[src/rtl/btn_sense_pkg.sv]
// Shared types for the button sense / codec-fix sequencer and the boot selector.
package btn_sense_pkg;

  typedef enum logic [1:0] {
    ST_BOOT_DLY = 2'd0,
    ST_GO       = 2'd1,
    ST_WAIT_FIX = 2'd2,
    ST_ACTIVE   = 2'd3
  } seq_state_e;

  typedef enum logic [1:0] {
    EVT_NONE  = 2'd0,
    EVT_SHORT = 2'd1,
    EVT_LONG  = 2'd2
  } btn_evt_e;

endpackage

[src/rtl/btn_debounce.sv]
// Counting debouncer: the level flips after 2^DEB_W consecutive sampled mismatches.
module btn_debounce #(
  parameter int DEB_W = 10
) (
  input  logic clk,
  input  logic rst,
  input  logic sample_en_i,
  input  logic p_i,
  output logic pressed_o
);

  logic [DEB_W-1:0] cnt_q, cnt_d;
  logic             pressed_q, pressed_d;

  always_comb begin
    cnt_d     = cnt_q;
    pressed_d = pressed_q;
    // Unsampled cycles leave both the count and the level untouched.
    if (sample_en_i) begin
      if (p_i != pressed_q) begin
        if (&cnt_q) begin
          pressed_d = p_i;
          cnt_d     = '0;
        end else begin
          cnt_d = cnt_q + 1'b1;
        end
      end else begin
        cnt_d = '0;
      end
    end
  end

  always_ff @(posedge clk) begin
    if (rst) begin
      cnt_q     <= '0;
      pressed_q <= 1'b0;
    end else begin
      cnt_q     <= cnt_d;
      pressed_q <= pressed_d;
    end
  end

  assign pressed_o = pressed_q;

endmodule

[src/rtl/btn_sense.sv]
// Codec-fix sequencer plus debounced short/long press event generation.
module btn_sense
  import btn_sense_pkg::*;
#(
  parameter int BOOT_DLY_W = 16,
  parameter int DEB_W      = 10,
  parameter int LONG_W     = 22,
  parameter bit ACTIVE_LOW = 1'b1
) (
  input  logic clk,
  input  logic rst,
  input  logic btn_raw,
  output logic fix_go,
  input  logic fix_rdy,
  input  logic fix_req,
  output logic btn_pressed,
  output logic evt_short,
  output logic evt_long,
  output logic busy
);

  localparam logic [LONG_W-1:0] HOLD_MAX = '1;

  seq_state_e              state_q, state_d;
  logic [BOOT_DLY_W-1:0]   dly_q, dly_d;
  logic                    entered_q;
  logic                    req_q;
  logic                    busy_q;
  logic                    pressed_d1_q;
  logic [LONG_W-1:0]       hold_q, hold_d;
  logic                    evt_short_q, evt_long_q;
  logic                    sample_en;
  logic                    press_rise, press_fall;
  logic                    long_hit, short_hit;

  assign sample_en = (state_q == ST_ACTIVE) && fix_rdy;

  btn_debounce #(
    .DEB_W(DEB_W)
  ) u_debounce (
    .clk        (clk),
    .rst        (rst),
    .sample_en_i(sample_en),
    .p_i        (btn_raw ^ ACTIVE_LOW),
    .pressed_o  (btn_pressed)
  );

  always_comb begin
    state_d = state_q;
    dly_d   = dly_q;
    fix_go  = 1'b0;
    case (state_q)
      ST_BOOT_DLY: begin
        dly_d = dly_q + 1'b1;
        if (&dly_q) state_d = ST_GO;
      end
      ST_GO: begin
        if (fix_rdy) begin
          fix_go  = 1'b1;
          state_d = ST_WAIT_FIX;
        end
      end
      // entered_q masks the entry cycle, when codec_fix may still show ready.
      ST_WAIT_FIX: begin
        if (!entered_q && fix_rdy) state_d = ST_ACTIVE;
      end
      ST_ACTIVE: begin
        if (req_q && fix_rdy) state_d = ST_GO;
      end
      default: state_d = ST_BOOT_DLY;
    endcase
  end

  assign press_rise = btn_pressed && !pressed_d1_q;
  assign press_fall = !btn_pressed && pressed_d1_q;

  always_comb begin
    hold_d   = hold_q;
    long_hit = 1'b0;
    if (press_rise) begin
      hold_d = '0;
    end else if (btn_pressed && (hold_q != HOLD_MAX)) begin
      hold_d   = hold_q + 1'b1;
      long_hit = (hold_q == HOLD_MAX - 1'b1);
    end
  end

  assign short_hit = press_fall && (hold_q != HOLD_MAX);

  always_ff @(posedge clk) begin
    if (rst) begin
      state_q      <= ST_BOOT_DLY;
      dly_q        <= '0;
      entered_q    <= 1'b0;
      req_q        <= 1'b0;
      busy_q       <= 1'b1;
      pressed_d1_q <= 1'b0;
      hold_q       <= '0;
      evt_short_q  <= 1'b0;
      evt_long_q   <= 1'b0;
    end else begin
      state_q      <= state_d;
      dly_q        <= dly_d;
      entered_q    <= fix_go;
      // A request coinciding with fix_go survives, queueing another run.
      req_q        <= fix_req || (req_q && !fix_go);
      busy_q       <= (state_d != ST_ACTIVE);
      pressed_d1_q <= btn_pressed;
      hold_q       <= hold_d;
      evt_short_q  <= short_hit;
      evt_long_q   <= long_hit;
    end
  end

  assign busy      = busy_q;
  assign evt_short = evt_short_q;
  assign evt_long  = evt_long_q;

endmodule
[config.mk]
export PLATFORM = sky130hd
export DESIGN_NAME = btn_sense
export DESIGN_NICKNAME = d
export VERILOG_FILES = /design/src/rtl/btn_sense_pkg.sv /design/src/rtl/btn_debounce.sv /design/src/rtl/btn_sense.sv
export SDC_FILE = /design/constraint.sdc
export NUM_CORES = 1
export LEC_CHECK = 0
export ABC_AREA = 1
export CAP_MARGIN = 20
export CORE_AREA = 8 8 79 81
export DETAILED_ROUTE_END_ITERATION = 8
export DIE_AREA = 0 0 87 89
export PLACE_DENSITY_LB_ADDON = 0.1
export RECOVER_POWER = 100
export SLEW_MARGIN = 0
export SYNTH_ARGS = -nofsm -noshare
export SYNTH_HDL_FRONTEND = slang
export SYNTH_SLANG_ARGS = --single-unit
[constraint.sdc]
create_clock -name clk -period 2.7 [get_ports clk]
set_input_delay 0.54 -clock clk [delete_from_list [all_inputs] [get_ports clk]]
set_output_delay 0.54 -clock clk [all_outputs]
set_load 0.01 [all_outputs]
==> reports/summary.txt <==
FF-to-FF End - hold_q[12]
Maximum vdd drop - 0.413 mV
Critical path endpoint category - output port
Initial DRC Count - 230
Distinct cell type count after synthesis - 28
# Max-Cap Violations - 0
Post-CTS setup buffers - 0
Sum Neg Setup Slack - 0 ns
Syn nets - 453
Peak fanout along the critical path - 3
RSZ-0062 raised after global routing - false
Sequential share of the synthesized area - 38.4%
GPL Wtd Cong - 0.858
Hold depth - 1
First-pass GRT wire length - 10.6 mm
Syn avg cell area - 6.70 sq um
Remaining global-route overflow - 0
CTS buffer count - 9
Yosys warns - 0
DP Cell Count - 516
Post-CTS sizing - 0
Pwr Total - 1.89 mW
Worst reg-to-reg setup slack - 0.41 ns
Placement-stage cell area - 3120 sq um
Root Driver - clkbuf_8
Mapped Cells - 444
Max_slew headroom - 30.6%
Die Y - 89 um
TritonRoute pass-1 iters - 4
CTS tree - built
Power per cell area - 569 nW/um^2
WL final - 6.15 mm
CP required - 2.16 ns
Sink Count - 57
Type of origin of the critical path - input pin
Initial antenna violation count - 0
Period minus WS final - 2.49 ns
ANT nets after route - 0
Worst hold start - req_q
Die W - 87 um
Seq cells post-synth - 57
Lkg Pwr - 1.23 nW
Nets - 466
Setup violations, final - 0
CTS H-tree depth - 3
Worst-case reg-to-reg path depth - 7
Netlist Area Pre-Place - 2970 sq um
Port Buffers - 9
Total die area - 7740 sq um
Final Hold Fails - 0
Vias in the first global route - 2,414
R2R Path Start - hold_q[0]
Remaining routing DRC violations - 0
# IOs - 10
Final hold slack - 0.468 ns
FILL cells - 475
Worst clock skew - 0.00647 ns
Crit path arrival time - 1.95 ns
Post-DP HPWL - 4.30 mm
Vias per cell - 5.15
Share of cells above drive strength 1 - 5.19%
Largest net degree at the start of global routing - 24
Area Overhead vs Synth - 11.7%
Critical path type - in -> out
Post-CTS Hold Buffers - 0
Starting density of the core - 59.8%
Worst slew pin tran - 1.04 ns
Design area - 3320 sq um
Clock Tree Buf Depth - 2
Gr usage total - 17.0%
Vias - 2,742
Clk Latency, worst-skew pair - 0.34 ns
Final period util - 92.4%
Status - complete, no violations
WL/cell - 11.6 um
Hold Path Sink - state_q[1]
Post-route insts no fill - 532
Cell row count - 26
Final Slew Violations - 0
Hold Path Class - reg -> reg
Antenna Cells - 0
Core Area - 4980 sq um
Max Freq - 0.401 GHz
Worst-path clk slew - 0.07 ns
[layout by cell type, fill, tap and decap left out, types with 2 or more instances in the layout]
cell type          n
nor2_1            67
xor2_1            13
o21a_1             3
a211oi_1           2
ha_1               4
nand3_1           23
o21ai_0           14
clkbuf_1           3
nand2_1          140
dlygate4sd3_1      6
clkdlybuf4s50_1    3
a21oi_1           41
nand4_1            4
bufinv_16          3
clkbuf_8          10
nor3_1            10
dfxtp_1           57
xnor2_1            6
inv_1             39
[final cells by class]
type                    instances  area, sq um  share of cell area (%)
clock buffers                  11          141                    4.25
multi-input cells             338         1600                    48.1
inverters                      39          146                    4.41
repair buffers                 12          105                    3.16
flip-flops and latches         57         1140                    34.3
clock inverters                 5          103                    3.09
well taps                      70         87.6                    2.64
[state kept, by name (all words and copies together) (netlist names)]
| name | cells |
|---|---|
| busy | 1 |
| dly_q | 16 |
| entered_q | 1 |
| evt_long | 1 |
| evt_short | 1 |
| hold_q | 22 |
| pressed_d1_q | 1 |
| req_q | 1 |
| state_q | 2 |
| u_debounce.cnt_q | 10 |
| u_debounce.pressed_o | 1 |
[synth_stat cells (all sizes together)]
cell	n	share of area, %
nand2	142	18
nor2	68	9.3
dfxtp	57	38
a21oi	42	7.4
inv	39	4.9
nand3	24	4.2
o21ai	15	2.5
xor2	13	3.8
nor3	10	1.9
buf	6	1.4
xnor2	6	1.8
clkbuf	4	0.50
ha	4	1.7
nand4	4	0.84
o21a	3	0.76
a211oi	2	0.50
and2	2	0.55
a31oi	1	0.21
nand3b	1	0.67
o31ai	1	0.25
[layer usage]
metal / track usage (%) / share of wire (%)
met5: 0 / 0
met4: 8.92 / 2.0
met3: 3.22 / 5.0
met2: 26.0 / 42
met1: 22.3 / 51
[worst max path at each step]
stage                          from         to  slack [ns]  cells past startpoint
after CTS                   fix_rdy     fix_go        0.27                      4
after global placement      fix_rdy     fix_go        0.30                      4
final                       fix_rdy     fix_go        0.21                      4
after detailed placement    fix_rdy     fix_go        0.28                      4
after global routing        fix_rdy     fix_go        0.14                      4
after floorplan           hold_q[0]  hold_q[4]        1.11                      8
[report_power, final]
| group | leakage (nW) | internal [mW] | switching [mW] | total [mW] |
|---|---|---|---|---|
| clock network | 0.120 | 0.637 | 0.342 | 0.979 |
| logic | 0.651 | 0.0198 | 0.0351 | 0.0549 |
| registers | 0.460 | 0.850 | 0.00735 | 0.857 |
[stage by stage]
stage	util (%)	setup WS, ns
floorplan	-	1.11
global placement	62.6	0.295
detailed placement	62.6	0.275
CTS	67.5	0.269
global route	66.8	0.136
finish	66.8	0.205
[logic make-up after synthesis]
family | after synthesis | synth area share [%]
adders and majority gates | 4 | 1.68
AOI/OAI and AO/OA | 64 | 11.7
buffers and inverters | 49 | 6.86
xor gates and xnor gates | 19 | 5.60
and+or+nand+nor | 251 | 35.8
DFF | 57 | 38.4
[critical path: stages]
cell             delay (ns)
dlygate4sd3_1          0.57
inv_1                  0.07
nor3_1                 0.19
clkdlybuf4s50_1        0.59
(Power assumes the default switching activity.)
